==> src/rtl/uart_transmitter.sv <==
// 8N1 UART transmitter with a one-byte holding register and a fractional
// accumulator baud tick shared in form with uart_receiver.
module uart_transmitter #(
    parameter int BIT_DEPTH  = 11,
    parameter int ADDER      = 170,
    parameter int OVERSAMPLE = 16,
    parameter int STOP_BITS  = 1
) (
    input  logic       clk,
    input  logic       rst,
    input  logic [7:0] data,
    input  logic       send,
    output logic       ready,
    output logic       busy,
    output logic       done,
    output logic       tx
);

    localparam int                   SUB_W     = (OVERSAMPLE > 1) ? $clog2(OVERSAMPLE) : 1;
    localparam logic [BIT_DEPTH:0]   ADDER_EXT = (BIT_DEPTH + 1)'(ADDER);
    localparam logic [SUB_W-1:0]     SUB_LAST  = SUB_W'(OVERSAMPLE - 1);
    localparam logic [SUB_W-1:0]     SUB_ONE   = SUB_W'(1);
    localparam logic [2:0]           STOP_LAST = 3'(STOP_BITS - 1);

    typedef enum logic [1:0] {
        ST_IDLE  = 2'd0,
        ST_START = 2'd1,
        ST_DATA  = 2'd2,
        ST_STOP  = 2'd3
    } state_t;

    logic [BIT_DEPTH-1:0] acc_r;
    logic                 tick_r;
    logic [BIT_DEPTH:0]   sum_s;

    state_t               state_r, state_s;
    logic [SUB_W-1:0]     sub_r, sub_s;
    logic [2:0]           bit_r, bit_s;
    logic [7:0]           shift_r, shift_s;
    logic [7:0]           hold_r, hold_s;
    logic                 ready_r, ready_s;
    logic                 busy_r, busy_s;
    logic                 done_r, done_s;
    logic                 tx_r, tx_s;
    logic                 load_s;
    logic                 accept_s;
    logic                 last_sub_s;

    // Baud accumulator sum; the carry out of the top bit is the next tick.
    always_comb begin
        sum_s = {1'b0, acc_r} + ADDER_EXT;
    end

    // Free-running oversample tick generator.
    always_ff @(posedge clk) begin
        if (rst) begin
            acc_r  <= '0;
            tick_r <= 1'b0;
        end else begin
            acc_r  <= sum_s[BIT_DEPTH-1:0];
            tick_r <= sum_s[BIT_DEPTH];
        end
    end

    // Next-state, handshake and line-level decode.
    always_comb begin
        state_s    = state_r;
        sub_s      = sub_r;
        bit_s      = bit_r;
        shift_s    = shift_r;
        hold_s     = hold_r;
        ready_s    = ready_r;
        busy_s     = busy_r;
        done_s     = 1'b0;
        tx_s       = tx_r;
        load_s     = 1'b0;
        accept_s   = send && ready_r;
        last_sub_s = tick_r && (sub_r == SUB_LAST);

        case (state_r)
            ST_IDLE: begin
                tx_s   = 1'b1;
                busy_s = 1'b0;
                // The load tick is already the first tick of the start bit.
                if (tick_r && !ready_r) begin
                    load_s  = 1'b1;
                    state_s = ST_START;
                    sub_s   = '0;
                    bit_s   = 3'd0;
                    tx_s    = 1'b0;
                    busy_s  = 1'b1;
                end else begin
                    state_s = ST_IDLE;
                end
            end
            ST_START: begin
                if (last_sub_s) begin
                    state_s = ST_DATA;
                    sub_s   = '0;
                    bit_s   = 3'd0;
                    tx_s    = shift_r[0];
                end else if (tick_r) begin
                    sub_s = sub_r + SUB_ONE;
                end else begin
                    sub_s = sub_r;
                end
            end
            ST_DATA: begin
                if (last_sub_s) begin
                    sub_s = '0;
                    if (bit_r == 3'd7) begin
                        state_s = ST_STOP;
                        bit_s   = 3'd0;
                        tx_s    = 1'b1;
                    end else begin
                        bit_s = bit_r + 3'd1;
                        tx_s  = shift_r[bit_r + 3'd1];
                    end
                end else if (tick_r) begin
                    sub_s = sub_r + SUB_ONE;
                end else begin
                    sub_s = sub_r;
                end
            end
            ST_STOP: begin
                if (last_sub_s) begin
                    sub_s = '0;
                    if (bit_r == STOP_LAST) begin
                        done_s = 1'b1;
                        bit_s  = 3'd0;
                        // A queued byte follows with no idle gap.
                        if (!ready_r) begin
                            load_s  = 1'b1;
                            state_s = ST_START;
                            tx_s    = 1'b0;
                            busy_s  = 1'b1;
                        end else begin
                            state_s = ST_IDLE;
                            tx_s    = 1'b1;
                            busy_s  = 1'b0;
                        end
                    end else begin
                        bit_s = bit_r + 3'd1;
                    end
                end else if (tick_r) begin
                    sub_s = sub_r + SUB_ONE;
                end else begin
                    sub_s = sub_r;
                end
            end
            default: begin
                state_s = ST_IDLE;
                sub_s   = '0;
                bit_s   = 3'd0;
                tx_s    = 1'b1;
                busy_s  = 1'b0;
            end
        endcase

        // Load and accept are exclusive: load needs ready low, accept needs it high.
        if (load_s) begin
            shift_s = hold_r;
            ready_s = 1'b1;
        end else if (accept_s) begin
            hold_s  = data;
            ready_s = 1'b0;
        end else begin
            ready_s = ready_r;
        end
    end

    // FSM, datapath and output registers.
    always_ff @(posedge clk) begin
        if (rst) begin
            state_r <= ST_IDLE;
            sub_r   <= '0;
            bit_r   <= 3'd0;
            shift_r <= 8'h00;
            hold_r  <= 8'h00;
            ready_r <= 1'b1;
            busy_r  <= 1'b0;
            done_r  <= 1'b0;
            tx_r    <= 1'b1;
        end else begin
            state_r <= state_s;
            sub_r   <= sub_s;
            bit_r   <= bit_s;
            shift_r <= shift_s;
            hold_r  <= hold_s;
            ready_r <= ready_s;
            busy_r  <= busy_s;
            done_r  <= done_s;
            tx_r    <= tx_s;
        end
    end

    assign ready = ready_r;
    assign busy  = busy_r;
    assign done  = done_r;
    assign tx    = tx_r;

endmodule

==> config.mk <==
export PLATFORM = sky130hd
export DESIGN_NAME = uart_transmitter
export DESIGN_NICKNAME = d
export VERILOG_FILES = /design/src/rtl/uart_transmitter.sv
export SDC_FILE = /design/constraint.sdc
export NUM_CORES = 1
export LEC_CHECK = 0
export CORE_MARGIN = 1.5
export CORE_UTILIZATION = 40
export CTS_CLUSTER_SIZE = 12
export DETAILED_ROUTE_END_ITERATION = 16
export SYNTH_ARGS = -nofsm -noshare
export SYNTH_HDL_FRONTEND = slang
export SYNTH_SLANG_ARGS = --single-unit
==> constraint.sdc <==
create_clock -name clk -period 2.12 [get_ports clk]
set_input_delay 0.424 -clock clk [delete_from_list [all_inputs] [get_ports clk]]
set_output_delay 0.424 -clock clk [all_outputs]
set_load 0.05 [all_outputs]
==> results_dict.tcl <==
set metrics [dict create \
    status "finished clean" \
    dpl_cell_area_um2 2176 \
    crit_path_start_kind "flop" \
    wl_um 3870 \
    netlist.top_cell.by_area "dfxtp_1" \
    grt_max_degree 21 \
    synth.top_cell.area_share_pct 40.89 \
    diodes 0 \
    post_cts_buffers 0 \
    numCtsBuffers 5 \
    fin_setup_tns_ns 0 \
    crit_start "bit_r[1]" \
    drive_above_1_share_pct 11.54 \
    synth_nets 239 \
    ys_top_cells_by_area "dfxtp_1 41%, a21oi_1 6.9%, ha_1 6.4%" \
    cts_root_buffer "clkbuf_8" \
    crit_fanout 3 \
    syn-mean-instance-area_um2 8.982 \
    hold_buffers 0 \
    port_buffers 14 \
    grt_usage_pct 16.53 \
    post-dp-hpwl_um 2791 \
    clkSinkCount 40 \
    io_pins 15 \
    irDropWorstVdd_mv 0.4436 \
    final_net_count 254 \
    synth_compound_area_share_pct 21.98 \
    min_period_ns 2.001 \
    r2r_end "tx" \
    synthMuxAreaShare_pct 5.367 \
    clk_path_buf_depth 2 \
    worstHoldStart "acc_r[1]" \
    min_to "acc_r[1]" \
    ys_warn_count 0 \
    hold_viol_final 0 \
    core-area_um2 4723 \
    final.setup_skew_ns 0.008291 \
    synth.most_common_cell "dfxtp_1" \
    r2r_slack_ns 0.12 \
    overflow 0 \
    syn-cell-area_um2 1958 \
    synthAdderAreaFrac_pct 6.390 \
    worstSetupPathType "flop to flop" \
    r2r_cells 6 \
    start_util_pct 41.46 \
    final_cell_count_no_fill 301 \
    ys_ff_latch 40 \
    drc 0 \
    r2r_start "bit_r[1]" \
    slew_viol_final 0 \
    area_delta_synth_final_pct 16.55 \
    via_count 1561 \
    rows 25 \
    p_leak_nw 0.8701 \
    synth-simple-area-share_pct 19.11 \
    synth-edff-count 0 \
    antenna_found_initial 0 \
    drt_iter0_drc 91 \
    whs_ns 0.4575 \
    ant_nets 0 \
    fin_crit_sh_pct 94.39 \
    power.density_nw_per_um2 887.2 \
    drt_first_pass_iters 4 \
    timing.fmax_mhz 499.8 \
    rsz0062_at_grt "false" \
    synth_top_family_by_area "compound AO/OA/AOI/OAI gates" \
    post-route-cell-area_um2 2282 \
    hold_class "flop to flop" \
    fp.dieH_um 72.97 \
    insertion_delay_ns 0.29 \
    grt_first_pass_wirelength_um 6748 \
    arrival_ns 2.17 \
    nFillCells 477 \
    max-cap-violations 0 \
    cts_tree "done" \
    synthFlopType "dfxtp_1" \
    netlist_instances 218 \
    relSlewSlack_pct 58.28 \
    viasPerCell 5.186 \
    dp.cells 293 \
    dieArea_um2 5324 \
    setup_viol 0 \
    place_congestion 0.7705 \
    ys_types 47 \
    h-tree-depth 2 \
    ys_async_sr_fraction_pct 0 \
    synth_seq_area_share_pct 40.89 \
    first_global_vias 1414 \
    synthXorXnorAreaFrac_pct 2.236 \
    path_clk_slew_ns 0.08 \
    hold_depth 1 \
    worstMarginPinSlew_ns 0.6250 \
    die_w_um 72.97 \
    cp.required_ns 2.29 \
    setup.worst_path.end_class "flop" \
    yosys-top-cells-count "40 x dfxtp_1, 27 x a21oi_1, 19 x nand3_1, 17 x nand2_1, 13 x nor2_1" \
    wl_per_cell_um 12.86 \
]
## final cells by class
class	instances	area (um2)	share of cell area, %
multi-input cells	158	1087	47.64
repair buffers	20	182.7	8.004
well taps	67	83.83	3.673
inverters	8	30.03	1.316
clock inverters	2	15.01	0.6579
flip-flops and latches	40	800.8	35.09
clock buffers	6	82.58	3.618
## routing by layer
layer | share of wire (%) | GRT usage (%) | vias up
met5 | 0 | 0 | -
met4 | 1.2 | 6.289 | 0
met3 | 2.4 | 4.558 | 4
met2 | 46 | 25.89 | 22
met1 | 51 | 21.71 | 722
li1 | - | - | 813
## how the worst max path moves through the flow
stage / endpoint / slack (ns) / depth (start not counted)
floorplan: tx / 0.09 / 6
global placement: tx / 0.12 / 6
detailed placement: tx / 0.09 / 6
CTS: tx / 0.06 / 6
global route: tx / 0.02 / 6
finish: tx / 0.12 / 6
## sequential cells by signal, summed over array words and instances, names as in the netlist
signal,flops
done,1
busy,1
shift_r,8
ready,1
acc_r,10
hold_r,8
tick_r,1
bit_r,3
sub_r,4
tx,1
state_r,2
## through the flow
step / setup slack (ns) / power, mW / utilization, %
final: 0.1190 / 2.025 / 48.32
after detailed placement: 0.09070 / 1.511 / 46.07
after floorplan: 0.08975 / 1.363 / -
after global placement: 0.1186 / 1.505 / 46.07
after global routing: 0.01907 / 2.167 / 48.32
after CTS: 0.06258 / 2.052 / 48.13
## timing repair
action / 4_1_cts / 5_1_grt
setup endpoints to repair: 0 / 1
gates resized for setup: 0 / 2
hold endpoints to repair: 0 / 0
## worst max-delay path: stages, from the launching register on
cell	delay, ns
dfxtp_1	0.33
ha_1	0.21
ha_4	0.28
mux4_2	0.47
nor2b_1	0.17
a2111oi_4	0.32
o21ai_1	0.11
## cell usage in the layout, fill, tap and decap left out, types with 8 or more instances in the layout
master / count
ha_1: 9
nand3_1: 19
nor2_1: 13
dfxtp_1: 40
nand2_1: 17
o21ai_0: 11
clkdlybuf4s50_1: 13
inv_1: 8
a21oi_1: 27
## where the power goes
group          switching, mW  total [mW]  internal (mW)  leakage [nW]
Clock                  0.271       0.534          0.263        0.0434
Sequential            0.0567       0.870          0.813         0.326
Combinational          0.347       0.621          0.273         0.500
Total                  0.675        2.02           1.35         0.870
## kinds of logic (layout without fill, tap and decap cells)
kind of cell               after synthesis  in the layout
AOI/OAI and AO/OA                       63             63
xor gates and xnor gates                 5              5
adders and majority gates               10             10
buffers and inverters                   20             36
DFF                                     40             40
muxes                                    7              7
and+or+nand+nor                         73             73
Power figures use the tool's default switching activity.
